[src/rtl/ctrl_pkg.sv]
// Shared definitions for the hardwired control unit: opcodes, step states,
// IR field positions and the strobe bundle handed from decoder to top.
package ctrl_pkg;
  localparam int OPW   = 5;
  localparam int IR_W  = 32;
  localparam int OP_HI = 31;
  localparam int OP_LO = 27;

  localparam logic [OPW-1:0] OP_ADD  = 5'b00000;
  localparam logic [OPW-1:0] OP_SUB  = 5'b00001;
  localparam logic [OPW-1:0] OP_AND  = 5'b00010;
  localparam logic [OPW-1:0] OP_OR   = 5'b00011;
  localparam logic [OPW-1:0] OP_SHR  = 5'b00100;
  localparam logic [OPW-1:0] OP_ADDI = 5'b00101;
  localparam logic [OPW-1:0] OP_ORI  = 5'b00110;
  localparam logic [OPW-1:0] OP_ANDI = 5'b00111;
  localparam logic [OPW-1:0] OP_LD   = 5'b01000;
  localparam logic [OPW-1:0] OP_ST   = 5'b01001;
  localparam logic [OPW-1:0] OP_MUL  = 5'b01010;
  localparam logic [OPW-1:0] OP_DIV  = 5'b01011;
  localparam logic [OPW-1:0] OP_BR   = 5'b01100;
  localparam logic [OPW-1:0] OP_JUMP = 5'b01101;
  localparam logic [OPW-1:0] OP_HALT = 5'b11111;

  typedef enum logic [3:0] {
    S_RST, S_T0, S_T1, S_T2, S_T3, S_T4, S_T5, S_T6, S_T7, S_HALT
  } state_t;

  typedef struct packed {
    logic gra, grb, grc, rin, rout, baout;
    logic hiin, hiout, loin, loout;
    logic zin, zhighout, zlowout, yin;
    logic mdrin, mdrout, marin;
    logic pcin, pcout, incpc, irin, cout;
    logic conin, read, write;
    logic [OPW-1:0] opcode;
  } strobes_t;
endpackage

[src/rtl/ctrl_step_decode.sv]
// Combinational step decoder: (state, opcode, con_ff) -> strobes, next step,
// and a flag marking the final step of an instruction.
module ctrl_step_decode
  import ctrl_pkg::*;
(
  input  state_t         state,
  input  logic [OPW-1:0] op,
  input  logic           con_ff,
  output strobes_t       strb,
  output state_t         next_state,
  output logic           last
);
  always_comb begin
    strb       = '0;
    next_state = S_RST;
    last       = 1'b0;
    unique case (state)
      S_RST: next_state = S_T0;
      S_T0: begin
        strb.pcout = 1'b1; strb.marin = 1'b1; strb.incpc = 1'b1; strb.zin = 1'b1;
        next_state = S_T1;
      end
      S_T1: begin
        strb.zlowout = 1'b1; strb.pcin = 1'b1; strb.read = 1'b1; strb.mdrin = 1'b1;
        next_state = S_T2;
      end
      S_T2: begin
        strb.mdrout = 1'b1; strb.irin = 1'b1;
        next_state = S_T3;
      end
      S_T3: begin
        next_state = S_T4;
        case (op)
          OP_ADD, OP_SUB, OP_AND, OP_OR, OP_SHR, OP_ADDI, OP_ORI, OP_ANDI: begin
            strb.grb = 1'b1; strb.rout = 1'b1; strb.yin = 1'b1;
          end
          OP_LD, OP_ST: begin
            strb.grb = 1'b1; strb.baout = 1'b1; strb.yin = 1'b1;
          end
          OP_MUL, OP_DIV: begin
            strb.gra = 1'b1; strb.rout = 1'b1; strb.yin = 1'b1;
          end
          OP_BR: begin
            strb.gra = 1'b1; strb.rout = 1'b1; strb.conin = 1'b1;
          end
          OP_JUMP: begin
            strb.gra = 1'b1; strb.rout = 1'b1; strb.pcin = 1'b1;
            next_state = S_T0; last = 1'b1;
          end
          OP_HALT: next_state = S_HALT;
          default: begin next_state = S_T0; last = 1'b1; end
        endcase
      end
      S_T4: begin
        next_state = S_T5;
        case (op)
          OP_ADD, OP_SUB, OP_AND, OP_OR, OP_SHR: begin
            strb.grc = 1'b1; strb.rout = 1'b1; strb.zin = 1'b1; strb.opcode = op;
          end
          OP_ADDI, OP_ORI, OP_ANDI: begin
            strb.cout = 1'b1; strb.zin = 1'b1; strb.opcode = op;
          end
          OP_LD, OP_ST: begin
            strb.cout = 1'b1; strb.zin = 1'b1; strb.opcode = OP_ADD;
          end
          OP_MUL, OP_DIV: begin
            strb.grb = 1'b1; strb.rout = 1'b1; strb.zin = 1'b1; strb.opcode = op;
          end
          OP_BR: begin
            strb.pcout = 1'b1; strb.yin = 1'b1;
          end
          default: begin next_state = S_T0; last = 1'b1; end
        endcase
      end
      S_T5: begin
        next_state = S_T6;
        case (op)
          OP_ADD, OP_SUB, OP_AND, OP_OR, OP_SHR, OP_ADDI, OP_ORI, OP_ANDI: begin
            strb.zlowout = 1'b1; strb.gra = 1'b1; strb.rin = 1'b1;
            next_state = S_T0; last = 1'b1;
          end
          OP_LD, OP_ST: begin
            strb.zlowout = 1'b1; strb.marin = 1'b1;
          end
          OP_MUL, OP_DIV: begin
            strb.zlowout = 1'b1; strb.loin = 1'b1;
          end
          OP_BR: begin
            strb.cout = 1'b1; strb.zin = 1'b1; strb.opcode = OP_ADD;
          end
          default: begin next_state = S_T0; last = 1'b1; end
        endcase
      end
      S_T6: begin
        next_state = S_T0;
        last       = 1'b1;
        case (op)
          OP_LD: begin
            strb.read = 1'b1; strb.mdrin = 1'b1;
            next_state = S_T7; last = 1'b0;
          end
          OP_ST: begin
            strb.gra = 1'b1; strb.rout = 1'b1; strb.mdrin = 1'b1;
            next_state = S_T7; last = 1'b0;
          end
          OP_MUL, OP_DIV: begin
            strb.zhighout = 1'b1; strb.hiin = 1'b1;
          end
          OP_BR: begin
            // Branch target is committed only when the condition flop is set
            strb.zlowout = con_ff; strb.pcin = con_ff;
          end
          default: ;
        endcase
      end
      S_T7: begin
        next_state = S_T0;
        last       = 1'b1;
        case (op)
          OP_LD: begin strb.mdrout = 1'b1; strb.gra = 1'b1; strb.rin = 1'b1; end
          OP_ST: strb.write = 1'b1;
          default: ;
        endcase
      end
      S_HALT: next_state = S_HALT;
      default: next_state = S_RST;
    endcase
  end
endmodule

[src/rtl/control_unit.sv]
// Hardwired Moore control unit: state register plus stop/halt handling;
// all strobe decoding lives in ctrl_step_decode.
module control_unit
  import ctrl_pkg::*;
(
  input  logic            clock,
  input  logic            clear,
  input  logic [IR_W-1:0] ir,
  input  logic            con_ff,
  input  logic            stop,
  output logic Gra, output logic Grb, output logic Grc,
  output logic Rin, output logic Rout, output logic BAout,
  output logic HIin, output logic HIout, output logic LOin, output logic LOout,
  output logic Zin, output logic Zhighout, output logic Zlowout, output logic Yin,
  output logic MDRin, output logic MDRout, output logic MARin,
  output logic PCin, output logic PCout, output logic IncPC, output logic IRin,
  output logic Cout, output logic CONin,
  output logic read, output logic write,
  output logic [OPW-1:0] opcode,
  output logic run
);
  state_t   state, state_nx, dec_next;
  strobes_t strb;
  logic     last;
  logic     unused_ir;

  assign unused_ir = ^ir[OP_LO-1:0];

  ctrl_step_decode u_dec (
    .state      (state),
    .op         (ir[OP_HI:OP_LO]),
    .con_ff     (con_ff),
    .strb       (strb),
    .next_state (dec_next),
    .last       (last)
  );

  always_ff @(posedge clock or negedge clear)
    if (!clear) state <= S_RST;
    else        state <= state_nx;

  // stop only takes effect on the edge that would otherwise return to fetch
  always_comb begin
    state_nx = dec_next;
    if (last && stop) state_nx = S_HALT;
  end

  always_comb begin
    Gra = strb.gra; Grb = strb.grb; Grc = strb.grc;
    Rin = strb.rin; Rout = strb.rout; BAout = strb.baout;
    HIin = strb.hiin; HIout = strb.hiout; LOin = strb.loin; LOout = strb.loout;
    Zin = strb.zin; Zhighout = strb.zhighout; Zlowout = strb.zlowout; Yin = strb.yin;
    MDRin = strb.mdrin; MDRout = strb.mdrout; MARin = strb.marin;
    PCin = strb.pcin; PCout = strb.pcout; IncPC = strb.incpc; IRin = strb.irin;
    Cout = strb.cout; CONin = strb.conin;
    read = strb.read; write = strb.write;
    opcode = strb.opcode;
    run = (state != S_RST) && (state != S_HALT);
  end
endmodule

[config.mk]
export PLATFORM = sky130hd
export DESIGN_NAME = control_unit
export DESIGN_NICKNAME = d
export VERILOG_FILES = /design/src/rtl/ctrl_pkg.sv /design/src/rtl/ctrl_step_decode.sv /design/src/rtl/control_unit.sv
export SDC_FILE = /design/constraint.sdc
export NUM_CORES = 1
export LEC_CHECK = 0
export BUFFER_PORTS_ARGS = -buffer_cell sky130_fd_sc_hd__buf_4
export CORE_UTILIZATION = 40
export CTS_CLUSTER_DIAMETER = 60
export DETAILED_ROUTE_END_ITERATION = 12
export HOLD_SLACK_MARGIN = 0.1
export PLACE_DENSITY = 0.8
export RECOVER_POWER = 100
export SLEW_MARGIN = 20
export SYNTH_ARGS = -nofsm -noshare
export SYNTH_HDL_FRONTEND = slang
export SYNTH_HIERARCHICAL = 1
export SYNTH_SLANG_ARGS = --single-unit
[constraint.sdc]
create_clock -name clock -period 4.76 [get_ports clock]
set_input_delay 0.952 -clock clock [delete_from_list [all_inputs] [get_ports clock]]
set_output_delay 0.952 -clock clock [all_outputs]
set_load 0.05 [all_outputs]
==> flow_summary.ini, run 1 <==
[routing]
via_count = 1036
wirelength_microns = 2490
drc = 0
wl_per_cell_microns = 13.7
drtIter0Drc = 57
vias_per_cell = 5.69
ant_nets = 0
dr.pass1.iters = 4

[floorplan]
initial_core_util_pct = 43.8
ios = 67
die_h_microns = 48.8
die_w_microns = 48.8
die-area_sq_um = 2380
coreArea_sq_um = 2000
num_rows = 16

[layout]
antenna_cells = 0
reg.largest.list = state x4
area_growth_pct = 14.4
largest_register_ffs = 4
nNetsFinal = 193
n_fill_cell = 228
top_register = state
drive_gt1_share_pct = 14.2

[yosys]
yosys.area.top_type = dfrtp_1
synth_edf_count = 0
ys_ff_latch = 4
yosysMostFrequentCell = nor2_1
synthCells = 127
yosysSeqAreaShare_pct = 11.4
syn-cell-area_sq_um = 876
synth_top_area_share_pct = 11.4
synth_area_leaders = dfrtp_1 (11%), nand3_1 (5.7%), nor2_1 (5.6%)
yosysWarnings = 6
synth_async_sr_flop_share_pct = 100
avgSynthCellArea_sq_um = 6.90
yosysUniqueCellTypes = 50
synth_commonest_cells = nor2_1 (13), nand2_1 (10), nand3_1 (10), nand2b_1 (7), o21ai_0 (7)
ys.flop_type = dfrtp_1

[worst_setup_path]
crit_slowest_cell = nor4b_1
arrival_ns = 2.94
end_kind = output pin
path_delay_family = simple AND/OR/NAND/NOR gates
cp.required_ns = 3.81
crit_fanout = 13
path_cells = clkbuf_1, nor4b_1, nand3_1, o21ai_0, and2_1, clkbuf_1
cpPeakStageDelay_ns = 0.79
crit_top_cell = clkbuf_1
crit_buf_inv = 2
criticalPathCategory = in -> out
path_depth = 6
reg2regPathDepth = 6
cp-start-kind = input pin

[outcome]
status = completed

[grt]
grt_overflow = 0
grt_pass1_vias = 877
track_usage_pct = 21.7
grt_max_degree = 19
antenna_found_initial = 0
grt_pass1_wl_microns = 4010

[placed_design]
routabilityCongestion = 0.817
hpwl_microns = 1890
io_buffers = 36

[pwr]
ir_worst_vdd_v = 0.000350
p_leak_nw = 0.375
power_mw = 0.624
p_per_area_nw_per_um2 = 622

[timing]
tightestPinTransition_ns = 0.811
rsz0062_at_grt = no
post-route-period-util_pct = 81.7
slew_violations = 0
final_hold_viol_count = 0
max_freq_mhz = 257
finClkSkew_ns = 0.00871
relSlewSlack_pct = 45.2
min_period_ns = 3.89
setup_tns_ns = 0
setup_viol = 0
hold_ws_ns = 0.534

[cts]
cts_resized = 0
clock-sinks = 4
ctsRootBufferMaster = clkbuf_4
cts_tree = built
h-tree-depth = 1
cts_inserted_buffers = 3
cts_hold_buf = 0
path_clk_slew_ns = 0.04
clkLatencyLatePin_ns = 0.24
post_cts_buffers = 0
cts_buffer_depth = 2

[run]
cap_violations = 0

[min_path]
hold_path_class = in -> async
[stage by stage]
| stage | cell area [sq um] | setup slack [ns] | utilization, % | std cells |
|---|---|---|---|---|
| floorplan | 883 | 1.06 | - | 129 |
| global placement | 1100 | 1.57 | 54.8 | 179 |
| detailed placement | 1100 | 1.54 | 54.8 | 179 |
| CTS | 1120 | 1.54 | 55.9 | 182 |
| global route | 1000 | 0.751 | 50.1 | 182 |
| finish | 1000 | 0.870 | 50.1 | 182 |
[final timing paths]
| kind | end | startpoint | slack [ns] |
|---|---|---|---|
| worst max-delay path | read | ir[31] | 0.87 |
| worst min-delay path | state[3] | clear | 0.53 |
| worst max register to register | state[2] | state[2] | 2.81 |
| worst min register to register | state[1] | state[3] | 0.76 |
| max in group asynchronous | state[1] | clear | 4.03 |
| min in group clock | state[1] | state[3] | 0.76 |
[layout by cell type (no fill, tap or decap), drive strengths merged, types with 2 or more instances in the layout]
master   n
and3     3
dfrtp    4
conb     3
o22ai    3
nor2    13
or3      4
and2b    2
xor2     2
a31oi    2
nor4b    2
inv      4
a21oi    4
nor3     4
o21ai   11
clkbuf  30
nand2   11
nand2b   8
or2      3
nor2b    2
and2     4
nand3   11
buf      9
[report_power, final]
group          total, mW  leakage, nW  internal [mW]  switching [mW]
Sequential         0.111       0.0503         0.0495          0.0614
Clock             0.0434       0.0138         0.0283          0.0151
Combinational      0.470        0.311          0.128           0.342
[kinds of logic after synthesis]
family,count (synthesis),share of synthesized area (%)
AOI/OAI and AO/OA,33,27.0
xor gates and xnor gates,2,2.00
buffers and inverters,17,12.0
DFF,4,11.4
other,1,0.428
and+or+nand+nor,70,47.1
[metal layers]
metal / vias to the layer above / global-route usage [%] / part of all wire [%]
li1: 507 / - / -
met1: 476 / 26.3 / 42
met2: 53 / 36.8 / 50
met3: 0 / 2.80 / 8.1
met4: 0 / 12.3 / 0
met5: - / 0 / 0
[layout make-up]
type / instances / area (sq um) / share of cell area [%]
Timing Repair Buffer: 36 / 169 / 16.9
Multi-Input combinational cell: 108 / 662 / 66.0
Clock buffer: 3 / 22.5 / 2.25
Inverter: 4 / 15.0 / 1.50
Tap cell: 27 / 33.8 / 3.37
Sequential cell: 4 / 100 / 9.99
[worst reg2reg max path, cell delays in order (launching register included)]
cell and delay (ns):
dfrtp_1 0.64, nand2b_1 0.20, nor3_1 0.48, nand3_1 0.14, nand3_1 0.12, nand2_1 0.09
and2_0 0.17
No activity file was read; power rests on OpenSTA's default activity.
==> run 2: changes to the inputs <==
Clock period 4.76 ns to 4.1 ns, I/O delays scaled along.
==> flow_summary.ini, run 2 (same netlist as run 1, synthesis figures left out) <==
[pwr]
power_mw = 0.729
ir_worst_vdd_v = 0.000378
p_per_area_nw_per_um2 = 714
p_leak_nw = 0.397

[floorplan]
die_w_microns = 48.8
ios = 67
initial_core_util_pct = 43.8
coreArea_sq_um = 2000
die_h_microns = 48.8
die-area_sq_um = 2380
num_rows = 16

[routing]
wl_per_cell_microns = 13.6
wirelength_microns = 2470
vias_per_cell = 5.73
dr.pass1.iters = 4
drc = 0
ant_nets = 0
drtIter0Drc = 40
via_count = 1042

[placed_design]
hpwl_microns = 1890
io_buffers = 36
placed_cells = 179
routabilityCongestion = 0.817

[timing]
final_hold_viol_count = 0
finClkSkew_ns = 0.00842
slew_violations = 0
hold_ws_ns = 0.402
setup_tns_ns = 0
post-route-period-util_pct = 83.8
max_freq_mhz = 291
setup_viol = 0
tightestPinTransition_ns = 0.819
relSlewSlack_pct = 44.7
min_period_ns = 3.43
rsz0062_at_grt = no

[cts]
cts_hold_buf = 0
cts_tree = built
post_cts_buffers = 0
clock-sinks = 4
path_clk_slew_ns = 0.04
cts_inserted_buffers = 3
clkLatencyLatePin_ns = 0.24
ctsRootBufferMaster = clkbuf_4
h-tree-depth = 1
cts_buffer_depth = 2
cts_resized = 0

[layout]
area_growth_pct = 16.6
nNetsFinal = 193
top_register = state
drive_gt1_share_pct = 17.4
reg.largest.list = state x4
final_cell_mix = clkbuf_1 (22), buf_4 (14), nor2_1 (13)
layout_commonest_cell = clkbuf_1
fin_cells = 182
n_fill_cell = 220
seq_area_sq_um = 100
fin_util_pct = 51.0
antenna_cells = 0
largest_register_ffs = 4
multi_input_area_sq_um = 662

[worst_setup_path]
end_kind = output pin
path_delay_family = simple AND/OR/NAND/NOR gates
crit_top_cell = clkbuf_1
path_cells = clkbuf_1, nor4b_1, and3_1, clkbuf_1
criticalPathCategory = in -> out
cpPeakStageDelay_ns = 0.80
crit_slowest_cell = nor4b_1
arrival_ns = 2.61
crit_fanout = 13
crit_buf_inv = 2
cp.required_ns = 3.28
cp-start-kind = input pin

[outcome]
status = completed

[grt]
grt_pass1_vias = 877
grt_overflow = 0
antenna_found_initial = 0
grt_max_degree = 19
grt_pass1_wl_microns = 4010
track_usage_pct = 21.7

[min_path]
hold_path_class = in -> async

[run]
cap_violations = 0
## run 2: cell types whose count changed in the layout (fill, tap and decap cells not counted), sizes merged
cell,delta
clkbuf,-5
buf,+5
## run 2: power by group
group | switching (mW) | leakage [nW] | internal (mW)
sequential | 0.0708 | 0.0503 | 0.0575
clock | 0.0176 | 0.0138 | 0.0328
combinational | 0.396 | 0.333 | 0.154
## run 2: stage by stage
| stage | instance area [sq um] | worst slack (ns) |
|---|---|---|
| finish | 1020 | 0.665 |
| global route | 1020 | 0.555 |
| CTS | 1120 | 1.14 |
| detailed placement | 1100 | 1.14 |
| global placement | 1100 | 1.18 |
| floorplan | 883 | 0.669 |
## run 2: final cells by class
class,instances,area share (%)
timing repair buffer,36,18.4
inverter,4,1.47
tap,27,3.31
sequential,4,9.80
clock buffer,3,2.21
multi-input combinational,108,64.8
## run 2: worst paths after layout
check	startpoint	to	slack, ns	depth (start not counted)
max in group asynchronous	clear	state[1]	3.50	1
max reg2reg	state[2]	state[2]	2.13	6
min in group clock	state[3]	state[1]	0.76	2
min reg2reg	state[3]	state[1]	0.76	2
min	clear	state[3]	0.40	1
max	ir[31]	write	0.67	4
## run 2: per-layer routing
metal / routed length, microns / track usage (%)
met5: 0 / 0
met4: 0 / 12.3
met3: 184 / 2.80
met2: 1270 / 36.8
met1: 1020 / 26.3
==> run 3: changes to the inputs <==
Settings changed: CORE_UTILIZATION 40 to 36, PLACE_DENSITY 0.8 to 0.76.
Clock period 4.1 ns to 3.15 ns, I/O delays scaled along.
==> flow_summary.ini, run 3 (same netlist as run 1, synthesis figures left out) <==
[outcome]
status = completed

[routing]
drc = 0
wl_per_cell_microns = 13.7
vias_per_cell = 5.50
ant_nets = 0
wirelength_microns = 2510
drtIter0Drc = 35
via_count = 1006
dr.pass1.iters = 4

[placed_design]
io_buffers = 36
placed_cells = 180
placed_cell_area_sq_um = 1100
routabilityCongestion = 0.832
hpwl_microns = 1860

[layout]
drive_gt1_share_pct = 20.0
area_growth_pct = 17.3
layout_commonest_cell = clkbuf_1
n_fill_cell = 277
top_register = state
antenna_cells = 0
fin_util_pct = 45.6
fin_area_sq_um = 1030
largest_register_ffs = 4
reg.largest.list = state x4
fin_cells = 183
nNetsFinal = 193
final_cell_mix = clkbuf_1 (19), buf_4 (13), nor2_1 (13)
multi_input_area_sq_um = 666
seq_area_sq_um = 100

[floorplan]
initial_core_util_pct = 38.8
die-area_sq_um = 2630
ios = 67
num_rows = 17
die_w_microns = 51.3
coreArea_sq_um = 2250
die_h_microns = 51.3

[grt]
grt_max_degree = 19
grt_pass1_vias = 909
grt_overflow = 0
grt_pass1_wl_microns = 3950
track_usage_pct = 19.0
antenna_found_initial = 0

[timing]
min_period_ns = 2.79
slew_violations = 0
tightestPinTransition_ns = 0.729
max_freq_mhz = 358
relSlewSlack_pct = 50.7
post-route-period-util_pct = 88.7
finClkSkew_ns = 0.0000447
setup_tns_ns = 0
setup_viol = 0
final_hold_viol_count = 0
rsz0062_at_grt = no

[worst_setup_path]
arrival_ns = 2.16
end_kind = output pin
crit_fanout = 13
criticalPathCategory = in -> out
cp-start-kind = input pin
cp.required_ns = 2.52

[pwr]
ir_worst_vdd_v = 0.000484
p_per_area_nw_per_um2 = 924
power_mw = 0.950
p_leak_nw = 0.408

[cts]
clock-sinks = 4
post_cts_buffers = 0
cts_buffer_depth = 2
clkLatencyLatePin_ns = 0.23
path_clk_slew_ns = 0.03
cts_tree = built
cts_hold_buf = 0
ctsRootBufferMaster = clkbuf_4
h-tree-depth = 1
cts_resized = 0
cts_inserted_buffers = 3

[run]
cap_violations = 0

[min_path]
hold_path_class = in -> async
-- run 3: changes by cell type in the layout (fill, tap and decap cells not counted) --
cell	change
buf_4	-1
clkbuf_1	-3
clkbuf_2	+4
nor3_1	-1
nor3_2	+1
nor4b_1	+1
nor4b_2	-1
or3_1	-1
or3_4	+1
-- run 3: metrics by stage --
| step | worst slack, ns | hold slack, ns |
|---|---|---|
| 5_1_grt | 0.168 | 0.221 |
| 4_1_cts | 0.553 | 0.176 |
| 2_1_floorplan | 0.0990 | 0.334 |
| 3_5_place_dp | 0.613 | 0.426 |
| 6_report | 0.355 | 0.217 |
| 3_3_place_gp | 0.619 | 0.425 |
-- run 3: area by class of cell --
| class | count | area share, % |
|---|---|---|
| multi-input combinational | 108 | 64.8 |
| sequential | 4 | 9.74 |
| tap | 28 | 3.41 |
| inverter | 4 | 1.46 |
| timing repair buffer | 36 | 18.4 |
| clock buffer | 3 | 2.19 |
-- run 3: power breakdown --
group	total [mW]	switching (mW)	internal, mW	leakage [nW]
Sequential	0.165	0.0901	0.0750	0.0503
Combinational	0.724	0.525	0.199	0.344
Clock	0.0609	0.0185	0.0425	0.0138
-- run 3: final timing paths --
| kind | from | end | slack, ns | cells after the start |
|---|---|---|---|---|
| setup / recovery | ir[31] | Gra | 0.36 | 6 |
| hold / removal | clear | state[2] | 0.22 | 1 |
| setup reg to reg | state[0] | state[2] | 1.33 | 5 |
| hold reg to reg | state[3] | state[1] | 0.75 | 2 |
| max in group asynchronous | clear | state[0] | 2.76 | 1 |
| min in group clock | stop | state[3] | 0.67 | 3 |
-- run 3: routing by layer --
| metal | vias up | GRT usage (%) | wire length (microns) |
|---|---|---|---|
| met5 | - | 0 | 0 |
| li1 | 507 | - | - |
| met1 | 467 | 24.2 | 1100 |
| met3 | 0 | 0 | 125 |
| met2 | 32 | 35.1 | 1280 |
| met4 | 0 | 5.41 | 0 |
-- run 3: critical path, cell delays in order --
cell	delay, ns
buf_4	0.16
nor4b_1	0.66
nand2_1	0.17
o32ai_2	0.18
nand3b_1	0.15
buf_4	0.21
